## src/rtl/led_value_ctrl.sv

```systemverilog
// LED effect code controller: turns vending front-end pulses into a registered
// 4-bit LED effect code, times the transient effects and issues a beep request.
module led_value_ctrl #(
    parameter logic [27:0] SUCCESS_TIME = 28'd100_000_000,
    parameter logic [27:0] CANCEL_TIME  = 28'd50_000_000,
    parameter logic [27:0] TEST_TIME    = 28'd25_000_000,
    parameter logic [27:0] SEL_TIMEOUT  = 28'd250_000_000
) (
    input  logic       clk,
    input  logic       rst,
    input  logic       sel_vld,
    input  logic [1:0] sel_item,
    input  logic       buy_ok,
    input  logic       cancel,
    input  logic       lamp_test,
    output logic [3:0] value,
    output logic       beep_req,
    output logic       busy
);

    typedef enum logic [2:0] {
        ST_IDLE,
        ST_SELECT,
        ST_SUCCESS,
        ST_CANCEL,
        ST_TEST
    } state_t;

    state_t      state, state_n;
    logic [27:0] timer, timer_n;
    logic [1:0]  item, item_n;
    logic [3:0]  value_n;
    logic        beep_n;
    logic        busy_n;

    always_comb begin
        state_n = state;
        timer_n = timer + 28'd1;
        item_n  = item;
        case (state)
            ST_IDLE: begin
                timer_n = '0;
                if (sel_vld) begin
                    state_n = ST_SELECT;
                    item_n  = sel_item;
                end else if (lamp_test) begin
                    state_n = ST_TEST;
                end
            end
            ST_SELECT: begin
                if (cancel) begin
                    state_n = ST_CANCEL;
                    timer_n = '0;
                end else if (buy_ok) begin
                    state_n = ST_SUCCESS;
                    timer_n = '0;
                end else if (sel_vld) begin
                    item_n  = sel_item;
                    timer_n = '0;
                end else if (timer == SEL_TIMEOUT - 28'd1) begin
                    state_n = ST_IDLE;
                    timer_n = '0;
                end
            end
            ST_SUCCESS: begin
                if (timer == SUCCESS_TIME - 28'd1) begin
                    state_n = ST_IDLE;
                    timer_n = '0;
                end
            end
            ST_CANCEL: begin
                if (timer == CANCEL_TIME - 28'd1) begin
                    state_n = ST_IDLE;
                    timer_n = '0;
                end
            end
            ST_TEST: begin
                if (timer == TEST_TIME - 28'd1) begin
                    state_n = ST_IDLE;
                    timer_n = '0;
                end
            end
            default: begin
                state_n = ST_IDLE;
                timer_n = '0;
            end
        endcase
    end

    // Outputs are derived from the next state so they register on the same edge.
    always_comb begin
        value_n = 4'd0;
        busy_n  = 1'b0;
        case (state_n)
            ST_SELECT:  value_n = 4'd2 + {2'b00, item_n};
            ST_SUCCESS: begin value_n = 4'd6; busy_n = 1'b1; end
            ST_CANCEL:  begin value_n = 4'd7; busy_n = 1'b1; end
            ST_TEST:    begin value_n = 4'd1; busy_n = 1'b1; end
            default:    value_n = 4'd0;
        endcase
        beep_n = (state_n != state) &&
                 ((state_n == ST_SUCCESS) || (state_n == ST_CANCEL));
    end

    always_ff @(posedge clk) begin
        if (rst) begin
            state    <= ST_IDLE;
            timer    <= '0;
            item     <= '0;
            value    <= '0;
            beep_req <= 1'b0;
            busy     <= 1'b0;
        end else begin
            state    <= state_n;
            timer    <= timer_n;
            item     <= item_n;
            value    <= value_n;
            beep_req <= beep_n;
            busy     <= busy_n;
        end
    end

endmodule

```

## config.mk

```make
export PLATFORM = sky130hd
export DESIGN_NAME = led_value_ctrl
export DESIGN_NICKNAME = d
export VERILOG_FILES = /design/src/rtl/led_value_ctrl.sv
export SDC_FILE = /design/constraint.sdc
export NUM_CORES = 1
export LEC_CHECK = 0
export BUFFER_PORTS_ARGS = -buffer_cell sky130_fd_sc_hd__buf_2
export CAP_MARGIN = 10
export CELL_PAD_IN_SITES_DETAIL_PLACEMENT = 1
export CELL_PAD_IN_SITES_GLOBAL_PLACEMENT = 1
export CORE_MARGIN = 10
export CORE_UTILIZATION = 41
export DETAILED_ROUTE_END_ITERATION = 8
export PLACE_DENSITY_LB_ADDON = 0.08
export SETUP_SLACK_MARGIN = 0.3
export SYNTH_ARGS = -nofsm -noshare
export SYNTH_HDL_FRONTEND = slang
export SYNTH_SLANG_ARGS = --single-unit
```

## constraint.sdc

```tcl
create_clock -name clk -period 3.15 [get_ports clk]
set_input_delay 0.4725 -clock clk [delete_from_list [all_inputs] [get_ports clk]]
set_output_delay 0.4725 -clock clk [all_outputs]
set_load 0.05 [all_outputs]
```

# ---- Word-level counts from Yosys, hierarchy flattened
# Index checks and enable logic that the tools add are counted.
dict set report word_totals {
  output_inout_bits 6
  wordCells 49
  regBits 39
  inputBits 8
}
dict set report classes {
  n_addsub 2
  eq_ne 13
  mux 24
  reduce_logical 4
}
# cell count
set op_table {}
lappend op_table {{28-bit 2-to-1 mux} 7}
lappend op_table {{28-bit case mux with 4 select lines} 1}
lappend op_table {{28-bit by 1-bit adder with 28-bit output, second input constant} 1}
lappend op_table {{28-bit by 25-bit == test with 1-bit output, second input constant} 1}
lappend op_table {{28-bit by 26-bit == test with 1-bit output, second input constant} 1}
lappend op_table {{28-bit by 27-bit == test with 1-bit output, second input constant} 1}
lappend op_table {{28-bit == test, second input constant} 1}
lappend op_table {{3-bit 2-to-1 mux} 9}
lappend op_table {{3-bit case mux with 5 select lines} 1}
lappend op_table {{3-bit by 2-bit == test with 1-bit output, second input constant} 4}
lappend op_table {{3-bit case mux with 4 select lines} 1}
lappend op_table {{3-bit by 1-bit == test with 1-bit output, second input constant} 2}
lappend op_table {{3-bit == test, second input constant} 2}
lappend op_table {{2-bit 2-to-1 mux} 3}
lappend op_table {{2-bit case mux with 2 select lines} 1}
lappend op_table {{2-bit by 2-bit adder with 3-bit output, first input constant} 1}
lappend op_table {{3-bit logical NOT} 1}
lappend op_table {{3-bit inequality test} 1}
lappend op_table {{3-bit OR reduction} 1}
lappend op_table {{1-bit logical AND} 1}
lappend op_table {{1-bit logical OR} 1}
lappend op_table {{1-bit 2-to-1 mux} 1}

# ---- Longest topological paths before layout
# Gate-level depths: netlist of run 1.
dict set report logic_depth {
  ltp_word 9
  ltp_mapped 8
  depth_no_buf 7
}

# ---- Worst setup path before layout of run 1
# OpenSTA, ideal clock, no wires.
dict set report synth_timing {
  path_type {reg-to-reg}
  start {register timer[0]}
  end {register timer[18]}
  setup_time_ns 0.115
  path_buffers 1
  path_stages_with_launch 8
  synth_period_minus_slack_ns 2.006
  arrival_time_ns 1.891
  slack_ns 1.144
  t_required_ns 3.035
  cell_sequence {dfxtp_1 ha_1 nand3_4 o41ai_4 nor2_2 o311ai_4 buf_6 nor2_1}
}
dict set report synth_between {
  elab_chain_len 6
  word_cells_on_any_way 13
  classes_between {add/sub (1); eq/ne (4); mux (8)}
}
# element line
set synth_lines {}
lappend synth_lines {{from (decl)} 30} ;# logic [27:0] timer, timer_n;
lappend synth_lines {{from (signal assigned)} 115} ;# timer <= timer_n;
lappend synth_lines {{28-bit by 1-bit adder with 28-bit output or 28-bit == test (tied branches)} {38, 60}}
lappend synth_lines {{28-bit 2-to-1 mux} 60} ;# end else if (timer == SEL_TIMEOUT - 28'd1) begin
lappend synth_lines {{28-bit 2-to-1 mux} 57} ;# end else if (sel_vld) begin
lappend synth_lines {{28-bit 2-to-1 mux} 54} ;# end else if (buy_ok) begin
lappend synth_lines {{28-bit 2-to-1 mux} 51} ;# if (cancel) begin
lappend synth_lines {{28-bit case mux with 4 select lines *} 40} ;# case (state)
# Every way passes the cells marked *; elsewhere a longest branch is shown, timed or not.
# A chain may end at the register's enable or synchronous reset.

# ---- Worst setup path in the final report of run 1
dict set report layout_timing {
  start {register timer[0]}
  end {register timer[2]}
}
# Same word-level chain as after synthesis.

==> results.json, run 1 <==
{
  "worstPathCellList": "ha_1 > and3b_1 > nand3_1 > nor3_2 > nor2_2 > o311ai_4 > buf_4 > nor2_1",
  "antenna_found_initial": 0,
  "cp.required_ns": 3.33,
  "cts.sinks": 38,
  "status": "finished clean",
  "cp-start-kind": "flop",
  "grt.overflow.total": 0,
  "cts_inserted_buffers": 5,
  "drv_slew": 0,
  "drive_gt1_share_pct": 12.5,
  "layout_commonest_cell": "nor2_1",
  "grt_max_degree": 19,
  "postCtsSetupRepairBufs": 0,
  "path_buf_inv": 1,
  "syn2layout_area_growth_pct": 9.85,
  "routed_wl_um": 4770,
  "ios": 14,
  "drc": 0,
  "fin_skew_ns": 0.00710,
  "die-area_sq_um": 7810,
  "detail-route-antenna-nets": 0,
  "async_flop_share_pct": 0,
  "drt-vias-per-instance": 5.68,
  "hp-class": "input pin to flop",
  "grt_pass1_vias": 1652,
  "synthesis.area_per_instance_sq_um": 8.76,
  "fmax_mhz": 407,
  "crit_arrival_ns": 2.64,
  "start_util_pct": 43.2,
  "drtPass1Iterations": 6,
  "row_count": 24,
  "dpl.hpwl_um": 3720,
  "placed_cell_area_sq_um": 2000,
  "cts_root_buffer": "clkbuf_8",
  "clock_tree.buffer_depth": 2,
  "preCtsSetupSlack_ns": 0.686,
  "vias": 1613,
  "path_class": "flop to flop",
  "die_x_um": 88.4,
  "fin_ws_ns": 0.691,
  "yosysWarnings": 0,
  "hold_viol": 0,
  "synth_cell_types": 46,
  "grt_pass1_wl_um": 7930,
  "cts_tree": "done",
  "clk_pin_slew_ns": 0.07,
  "leakage_nw": 0.734,
  "drv_cap": 0,
  "yosysSeqAreaShare_pct": 39.7,
  "clk_latency_ns": 0.29,
  "syn_nets": 228,
  "finalCriticalPeriod_ns": 2.46,
  "yosys_most_used_dff": "dfxtp_1",
  "cp_slowest_cell": "o311ai_4",
  "rsz0062_at_grt": "false",
  "setup_viol": 0,
  "drt_iter0_drc": 58,
  "place_congestion": 0.822,
  "cts-resized-gates": 0,
  "final_cell_mix": "nor2_1, dfxtp_1, xnor2_1, nand2_1, buf_2",
  "cpLargestDelayFamily": "simple AND/OR/NAND/NOR gates",
  "power_density_nw_per_um2": 505,
  "power_mw": 1.06,
  "synth-seq-cells": 38,
  "worstPathMaxFanout": 18,
  "cts.htree.levels": 2,
  "grt_usage_pct": 13.0,
  "wl_per_cell_um": 16.8,
  "fin_crit_sh_pct": 78.1,
  "syn_area_sq_um": 1920,
  "hold_buffers": 0,
  "final_nets": 240,
  "fin_setup_tns_ns": 0,
  "portBuffers": 12,
  "slew_headroom_pct": 63.8,
  "core_sq_um": 4440,
  "worst_slew_pin_slew_ns": 0.541,
  "stdcell_area_sq_um": 2110,
  "synth_edf_count": 0,
  "antenna_cells": 0,
  "end_kind": "flop",
  "peakVddDrop_mv": 0.184,
  "fillCellCount": 528,
  "critical_path.max_stage_delay_ns": 0.52,
  "fp.dieH_um": 88.4,
  "synth_cells": 219
}
==> path summary, 6_finish.rpt <==
check             startpoint  endpoint  slack (ns)  cells past startpoint
setup / recovery    timer[0]  timer[2]        0.69                      8
hold / removal           rst      busy        0.44                      2
setup reg to reg    timer[0]  timer[2]        0.69                      8
hold reg to reg     timer[0]  timer[0]        0.48                      1
==> cell type report <==
cell class	count	area, sq um	share of cell area [%]
clock buffers	7	76.3	3.62
inverters	9	33.8	1.60
repair buffers	13	67.6	3.21
clock inverters	1	30.0	1.43
well taps	52	65.1	3.09
flip-flops and latches	38	761	36.1
multi-input cells	164	1070	51.0
==> logic make-up (layout without fill, tap and decap cells) <==
logic type | count (synthesis) | count (layout) | synth area share, %
other cells | 1 | 1 | 0.196
xor+xnor | 26 | 26 | 11.9
compound gates | 18 | 18 | 8.61
buf+inv | 17 | 30 | 4.37
simple gates | 115 | 115 | 33.0
flops | 38 | 38 | 39.7
mux | 3 | 3 | 1.63
fa+ha+maj | 1 | 1 | 0.652
==> sequential cells by signal, summed over array words and instances (netlist names) <==
register and cells:
item 2, state 3, timer 28, value 3, busy 1, beep_req 1
==> cell usage after synthesis (2+ instances only) <==
cell,count,area [sq um]
o21ai_0,3,15.0
and3b_1,2,17.5
nor3_1,5,25.0
inv_1,9,33.8
and4bb_2,2,25.0
and3_1,8,50.1
clkbuf_1,4,15.0
nand3_1,10,50.1
xor2_1,11,96.3
o22ai_1,2,12.5
nor2_1,42,158
xnor2_1,15,131
and2_1,2,12.5
dfxtp_1,38,761
nor4b_1,2,17.5
mux2i_1,2,20.0
nand2b_1,3,18.8
nand2_1,12,45.0
o31ai_1,2,15.0
nor4_1,4,25.0
nand4_1,10,62.6
and4_1,3,26.3
a21oi_1,3,15.0
o41ai_1,2,17.5
buf_6,2,22.5
==> metal layers <==
| metal | track usage (%) | part of all wire [%] | vias to the layer above | routed length (um) |
|---|---|---|---|---|
| met5 | 0 | 0 | - | 0 |
| met4 | 5.73 | 2.1 | 0 | 101 |
| met3 | 3.68 | 3.3 | 10 | 157 |
| met2 | 21.8 | 48 | 17 | 2270 |
| met1 | 15.1 | 47 | 788 | 2240 |
| li1 | - | - | 798 | - |
==> stage by stage <==
| step | utilization [%] | hold WS [ns] | std cells |
|---|---|---|---|
| finish | 47.4 | 0.438 | 284 |
| global route | 47.4 | 0.442 | 284 |
| CTS | 47.4 | 0.420 | 284 |
| detailed placement | 45.0 | 0.471 | 276 |
| global placement | 45.0 | 0.456 | 276 |
| floorplan | - | 0.438 | 219 |
==> power breakdown <==
| group | switching (mW) | leakage [nW] | internal, mW |
|---|---|---|---|
| clock network | 0.167 | 0.0524 | 0.237 |
| logic | 0.100 | 0.373 | 0.0450 |
| registers | 0.0168 | 0.308 | 0.499 |
| total | 0.284 | 0.734 | 0.781 |
No activity file was read; power rests on OpenSTA's default activity.
==> run 2: changes to the inputs <==
==> constraint.sdc (replaced) <==
create_clock -name clk -period 1.95 [get_ports clk]
set_input_delay 0.2925 -clock clk [delete_from_list [all_inputs] [get_ports clk]]
set_output_delay 0.2925 -clock clk [all_outputs]
set_load 0.05 [all_outputs]
==> run 2 against run 1 <==
Against the previous run:
- the flow now finishes with violations (negative setup slack)
- final cell count rose by 12%
- via count rose by 12%
- global-route usage rose by 1.5 points
- first-iteration DRC count up 72%
- fmax rose by 17%
- clock skew up 0.0030 ns
- critical path depth rose by 1
- power increased by 67%
- non-clock buffer count grew 34
- sequential cell count is the same
- critical path type unchanged
- critical endpoint is now timer[9]
- highest routed layer unchanged
==> results.json, run 2 (same netlist as run 1, synthesis figures left out) <==
{
  "start_util_pct": 43.2,
  "preCtsSetupSlack_ns": 0.00152,
  "cp_slowest_cell": "nor4_2",
  "cp-start-kind": "flop",
  "worstHoldStart": "rst",
  "cts_inserted_buffers": 5,
  "layout_commonest_cell": "buf_4",
  "fillCellCount": 498,
  "fp.dieH_um": 88.4,
  "finalCriticalPeriod_ns": 2.09,
  "grt_pass1_vias": 1906,
  "path_class": "flop to flop",
  "cp.required_ns": 2.13,
  "crit_start": "timer[1]",
  "core_sq_um": 4440,
  "placed_cell_area_sq_um": 2240,
  "final_core_util_pct": 59.8,
  "grt_max_degree": 29,
  "hp-class": "input pin to flop",
  "drv_slew": 0,
  "end_kind": "flop",
  "cts.htree.levels": 2,
  "fin_setup_tns_ns": -3.35,
  "largest-register": "timer",
  "fin_skew_ns": 0.0101,
  "cpLargestDelayFamily": "simple AND/OR/NAND/NOR gates",
  "cts_root_buffer": "clkbuf_8",
  "antenna_found_initial": 0,
  "final_cells": 318,
  "regToRegStartpoint": "timer[1]",
  "syn2layout_area_growth_pct": 38.6,
  "holdWs_ns": 0.260,
  "stdcell_area_sq_um": 2660,
  "clk_pin_slew_ns": 0.08,
  "top_regs": "timer (28), state (3), value (3)",
  "power_density_nw_per_um2": 667,
  "r2r_slack_ns": -0.14,
  "violations": "negative setup slack",
  "status": "finished, violations left",
  "cts.sinks": 38,
  "drt_iter0_drc": 100,
  "vias": 1806,
  "place_congestion": 0.798,
  "fin_crit_sh_pct": 107,
  "worstPathMaxFanout": 7,
  "hold_viol": 0,
  "setup_viol": 30,
  "cts_tree": "done",
  "worstPathCellList": "ha_4 > and3b_1 > nand3_1 > nor4_2 > o31ai_2 > o311ai_4 > buf_6 > clkbuf_16 > nor2_1",
  "antenna_cells": 0,
  "grt.overflow.total": 0,
  "cp_num_cells": 9,
  "die-area_sq_um": 7810,
  "crit_arrival_ns": 2.27,
  "drt-vias-per-instance": 5.68,
  "drtPass1Iterations": 4,
  "portBuffers": 12,
  "fin_ws_ns": -0.143,
  "rr_worst_depth": 9,
  "routed_wl_um": 6280,
  "die_x_um": 88.4,
  "fmax_mhz": 478,
  "grt_usage_pct": 14.5,
  "drc": 0,
  "clk_latency_ns": 0.29,
  "clock_tree.buffer_depth": 2,
  "detail-route-antenna-nets": 0,
  "largest_register_ffs": 28,
  "drv_cap": 0,
  "leakage_nw": 1.00,
  "hold_path_depth": 2,
  "final_nets": 274,
  "dpl.hpwl_um": 4040,
  "ios": 14,
  "row_count": 24,
  "grt_pass1_wl_um": 9110,
  "critical_path.max_stage_delay_ns": 0.42,
  "dp.cells": 302,
  "drive_gt1_share_pct": 40.6,
  "power_mw": 1.77,
  "rsz0062_at_grt": "true",
  "wl_per_cell_um": 19.7,
  "final_cell_mix": "buf_4, nor2_1, dfxtp_1, xnor2_1",
  "peakVddDrop_mv": 0.446,
  "path_buf_inv": 2
}
-- run 2: worst register-to-register path, cell delays in order, from the launching register on --
cell	delay, ns
dfxtp_1	0.39
ha_4	0.20
and3b_1	0.17
nand3_1	0.19
nor4_2	0.42
o31ai_2	0.12
o311ai_4	0.11
buf_6	0.17
clkbuf_16	0.16
nor2_1	0.05
-- run 2: area by class of cell --
| type | count | area [sq um] | share of cell area, % |
|---|---|---|---|
| repair buffers | 47 | 378 | 14.2 |
| multi-input cells | 164 | 1310 | 49.3 |
| inverters | 9 | 33.8 | 1.27 |
| well taps | 52 | 65.1 | 2.45 |
| flip-flops and latches | 38 | 779 | 29.3 |
| clock inverters | 1 | 5.00 | 0.188 |
| clock buffers | 7 | 86.3 | 3.25 |
-- run 2: power by group --
group          internal (mW)  switching [mW]
sequential             0.803          0.0226
combinational          0.147           0.233
clock                  0.286           0.281
-- run 2: layer usage --
layer	GRT usage (%)	vias up	wire length (um)	part of all wire, %
met2	25.5	29	3330	53
met1	17.3	902	2720	43
met4	3.67	0	85	1.4
met3	3.49	8	140	2.2
li1	-	867	-	-
met5	0	-	0	0
-- run 2: final timing paths --
path                    to
hold / removal    state[0]
setup / recovery  timer[9]
setup reg to reg  timer[9]
hold reg to reg   timer[3]
-- run 2: repair_timing --
action,CTS,global route
setup endpoints to repair,36,37
setup buffers,2,3
cloned,0,3
gates resized for setup,13,40
pin swaps,5,9
hold buffers,0,0
